==> config.mk <==
export PLATFORM = sky130hd
export DESIGN_NAME = ifetch_ctrl
export DESIGN_NICKNAME = d
export VERILOG_FILES = /design/src/rtl/ifetch_ctrl.sv
export SDC_FILE = /design/constraint.sdc
export NUM_CORES = 1
export LEC_CHECK = 0
export ABC_AREA = 1
export CAP_MARGIN = 20
export CELL_PAD_IN_SITES_DETAIL_PLACEMENT = 1
export CELL_PAD_IN_SITES_GLOBAL_PLACEMENT = 1
export CORE_MARGIN = 5
export CORE_UTILIZATION = 23
export DETAILED_ROUTE_END_ITERATION = 6
export PLACE_DENSITY = 0.61
export SLEW_MARGIN = 5
export SYNTH_ARGS = -nofsm -noshare
export SYNTH_HDL_FRONTEND = slang
export SYNTH_SLANG_ARGS = --single-unit
==> constraint.sdc <==
create_clock -name clk -period 6.2 [get_ports clk]
set_clock_uncertainty 0.15 [all_clocks]
set_input_delay 0.62 -clock clk [delete_from_list [all_inputs] [get_ports clk]]
set_output_delay 0.62 -clock clk [all_outputs]
set_load 0.01 [all_outputs]
==> src/rtl/ifetch_ctrl.sv <==
// Instruction-fetch sequencer: owns the PC, captures combinational imem data into a
// 2-entry buffer handed to decode over valid/ready, with redirect, halt and fault handling.
module ifetch_ctrl #(
    parameter logic [31:0] RESET_PC  = 32'h0000_0004,
    parameter logic [31:0] MEM_SIZE  = 32'h0000_0800,
    parameter logic [31:0] HALT_INSN = 32'h0000_000D
) (
    input  logic        clk,
    input  logic        rst,
    output logic [31:0] imem_addr,
    input  logic [31:0] imem_data,
    output logic        out_valid,
    input  logic        out_ready,
    output logic [31:0] out_instr,
    output logic [31:0] out_pc,
    input  logic        redirect_valid,
    input  logic [31:0] redirect_pc,
    output logic        halted,
    output logic        fault,
    output logic [31:0] fault_addr,
    output logic [31:0] deliver_count
);

    // state    | meaning
    // ST_RUN   | fetching while the buffer has room
    // ST_HALT  | halt word enqueued, buffer drains, no fetch
    // ST_FAULT | illegal pc seen, buffer drains, no fetch
    typedef enum logic [1:0] {ST_RUN, ST_HALT, ST_FAULT} state_t;

    state_t      state_q, state_d;
    logic [31:0] pc_q, pc_d;
    logic [31:0] fault_addr_q, fault_addr_d;
    logic [31:0] deliver_count_q, deliver_count_d;
    logic [1:0]  count_q, count_d;
    logic [31:0] pc_buf_q [2];
    logic [31:0] pc_buf_d [2];
    logic [31:0] instr_buf_q [2];
    logic [31:0] instr_buf_d [2];
    logic        out_fire;
    logic [1:0]  count_pop;

    function automatic logic is_legal(input logic [31:0] a);
        return (a[1:0] == 2'b00) && (a >= 32'd4) && (a <= MEM_SIZE);
    endfunction

    always_comb begin
        state_d         = state_q;
        pc_d            = pc_q;
        fault_addr_d    = fault_addr_q;
        deliver_count_d = deliver_count_q;
        pc_buf_d        = pc_buf_q;
        instr_buf_d     = instr_buf_q;
        out_fire        = (count_q != 2'd0) && out_ready;
        count_pop       = count_q - {1'b0, out_fire};
        count_d         = count_pop;

        if (out_fire) begin
            deliver_count_d = deliver_count_q + 32'd1;
            pc_buf_d[0]     = pc_buf_q[1];
            instr_buf_d[0]  = instr_buf_q[1];
        end

        if (redirect_valid) begin
            count_d = 2'd0;
            pc_d    = redirect_pc;
            if (is_legal(redirect_pc)) begin
                state_d = ST_RUN;
            end else begin
                state_d      = ST_FAULT;
                fault_addr_d = redirect_pc;
            end
        end else if (state_q == ST_RUN && (count_q < 2'd2 || out_fire)) begin
            if (is_legal(pc_q)) begin
                // count_pop is at most 1 here, so bit 0 selects the free slot
                pc_buf_d[count_pop[0]]    = pc_q;
                instr_buf_d[count_pop[0]] = imem_data;
                count_d                   = count_pop + 2'd1;
                pc_d                      = pc_q + 32'd4;
                if (imem_data == HALT_INSN) begin
                    state_d = ST_HALT;
                end
            end else begin
                state_d      = ST_FAULT;
                fault_addr_d = pc_q;
            end
        end
    end

    always_ff @(posedge clk) begin
        if (rst) begin
            state_q         <= ST_RUN;
            pc_q            <= RESET_PC;
            fault_addr_q    <= 32'd0;
            deliver_count_q <= 32'd0;
            count_q         <= 2'd0;
        end else begin
            state_q         <= state_d;
            pc_q            <= pc_d;
            fault_addr_q    <= fault_addr_d;
            deliver_count_q <= deliver_count_d;
            count_q         <= count_d;
        end
        pc_buf_q    <= pc_buf_d;
        instr_buf_q <= instr_buf_d;
    end

    assign imem_addr     = pc_q;
    assign out_valid     = (count_q != 2'd0);
    assign out_pc        = pc_buf_q[0];
    assign out_instr     = instr_buf_q[0];
    assign halted        = (state_q == ST_HALT);
    assign fault         = (state_q == ST_FAULT);
    assign fault_addr    = fault_addr_q;
    assign deliver_count = deliver_count_q;

endmodule

==> results.cfg <==
[finish]
final_cell_mix = 458 x nand2_1, 228 x clkdlybuf4s50_1, 176 x inv_1
final_common_cell = nand2_1
instances_no_fill = 2200
final_layout_size_suffix_gt1_frac = 0.0716
antenna_cells = 0
area_growth_pct = 30.3
finalNetCount = 1645

[yosys]
syn_inst = 1421
async_flop_share = 0
synth_cell_types = 41
synth_seq_area_share = 0.479
synth_compound_area_frac = 0.0658
synthSimpleGateAreaFrac = 0.287
synth_ff_type = dfxtp_1
syn_avg_cell_area_um2 = 7.64
synth_top_family_by_area = simple AND/OR/NAND/NOR gates
synth_xor_area_frac = 0.00807
ys.warnings.count = 0
netlist_area_um2 = 10900
synth_nets = 1495
synthMuxAreaShare = 0.0184
synthAdderAreaFrac = 0.00691
synth_edf_count = 64
ys_ff_latch = 228

[min_path]
hp-class = flop to flop

[drt]
routed_wl_mm = 36.1
drt_iter0_drc = 361
wl_per_cell_um = 16.4
firstDrtPassIters = 4
drc = 0
ant_nets = 0
via_per_inst = 4.22
vias = 9277

[power]
seq_power_share = 0.416
clkPwrFrac = 0.387
p_comb_frac = 0.196
power.density_nw_per_um2 = 304
p_sw_frac = 0.275
cellLeakagePower_nw = 6.11
power.internal_w = 0.00312
p_switching_w = 0.00118
vdd_drop_max_mv = 0.190

[timing]
worst_pin_slew_ns = 1.01
finalMaxSlewViolations = 0
slew_headroom = 0.323
timing.final.crit_share = 0.546
holdWs_ns = 0.353
hold_viol = 0
fin_crit_ns = 3.39
setup_viol = 0
max_freq_mhz = 295
rsz0062_at_grt = false
fin_setup_tns_ns = 0

[cts]
cts.path.max_buffers = 3
clock-root-buffer = clkbuf_16
cts_setup_buffers = 0
clk_pin_slew_ns = 0.06
cts_made_buffers = 28
cts_resized = 0
clk_latency_ns = 0.56
cts_tree = built
cts-htree-levels = 1
clock-sinks = 228
holdBufCountCts = 0

[worst_setup_path]
critPathKind = flop to flop
cp.required_ns = 6.50
cp-start-kind = flop
worstPathMaxFanout = 35
crit_arrival_ns = 3.68
worst_setup_path_end_kind = flop

[placed_design]
finalWeightedCongestion = 0.798
port_buffers = 230
hpwl_mm = 26.5
dp.cells = 2148

[global_routing]
grt_overflow = 0
grt_pass1_wl_mm = 55.9
grt_pass1_vias = 9676
grt_max_degree = 75
antenna_found_initial = 0
grt_usage = 0.135

[run_status]
status = complete, no violations

[floorplanning]
dieWidth_um = 227
ios = 231
core_area_um2 = 46700
die_h_um = 227
start_util = 0.233
die_area_um2 = 51700
num_rows = 79

[job]
max-cap-violations = 0
-- final timing paths --
check / start / end / slack [ns] / cells past startpoint
worst max-delay path: imem_addr[3] / fault_addr[12] / 2.81 / 8
worst min register to register: deliver_count[31] / deliver_count[31] / 0.35 / 2
worst min-delay path: deliver_count[31] / deliver_count[31] / 0.35 / 2
worst max register to register: imem_addr[3] / fault_addr[12] / 2.81 / 8
-- power by group through the flow --
stage / clock, W / combinational, W / sequential (W)
CTS: 0.00173 / 0.000864 / 0.00180
finish: 0.00167 / 0.000846 / 0.00179
global placement: 0 / 0.000839 / 0.00183
detailed placement: 0 / 0.000859 / 0.00183
floorplan: 0 / 0.000567 / 0.00179
global route: 0.00179 / 0.000938 / 0.00181
-- layout make-up --
class / count / area [um^2]
Clock buffer: 42 / 825
Clock inverter: 10 / 114
Fill cell: 5617 / 32500
Inverter: 180 / 676
Multi-Input combinational cell: 893 / 4210
Sequential cell: 228 / 5200
Tap cell: 607 / 759
Timing Repair Buffer: 240 / 2370
-- worst max-delay path, cell delays in order (launching register included) --
cell	delay, ns
dfxtp_1	0.51
inv_1	0.21
ha_1	0.24
nand3_1	0.16
nand4_2	0.80
nand3_2	0.94
nand2_1	0.13
inv_1	0.08
nor2_1	0.04
-- cell families (layout without fill, tap and decap cells) --
group	after synthesis	count (layout)
AOI/OAI and AO/OA	105	105
xor gates and xnor gates	10	10
adders and majority gates	6	6
buffers and inverters	300	472
DFF	228	228
muxes	20	20
and+or+nand+nor	752	752
-- Yosys cell counts (20+ instances only) --
cell / number / share of area
a21oi_1: 30 / 0.014
buf_2: 20 / 0.0092
buf_4: 67 / 0.046
dfxtp_1: 164 / 0.30
edfxtp_1: 64 / 0.18
inv_1: 177 / 0.061
mux2i_1: 20 / 0.018
nand2_1: 459 / 0.16
nand3_1: 36 / 0.017
nand4_1: 47 / 0.027
nor2_1: 171 / 0.059
o21ai_0: 20 / 0.0092
o21ai_2: 41 / 0.033
-- routing by layer --
| layer | vias up | track usage | wire length (um) |
|---|---|---|---|
| met2 | 163 | 0.235 | 17400 |
| li1 | 4697 | - | - |
| met5 | - | 0 | 0 |
| met4 | 0 | 0.0280 | 473 |
| met3 | 30 | 0.0280 | 1710 |
| met1 | 4387 | 0.175 | 16500 |
-- stage by stage --
step | power [W] | instance area [um^2] | utilization | setup WS, ns
finish | 0.00431 | 14200 | 0.303 | 2.81
CTS | 0.00439 | 14200 | 0.303 | 2.71
global placement | 0.00267 | 13200 | 0.283 | 2.37
detailed placement | 0.00269 | 13200 | 0.283 | 2.29
global route | 0.00455 | 14200 | 0.303 | 2.48
floorplan | 0.00236 | 10900 | - | 1.12
(Power assumes the default switching activity.)
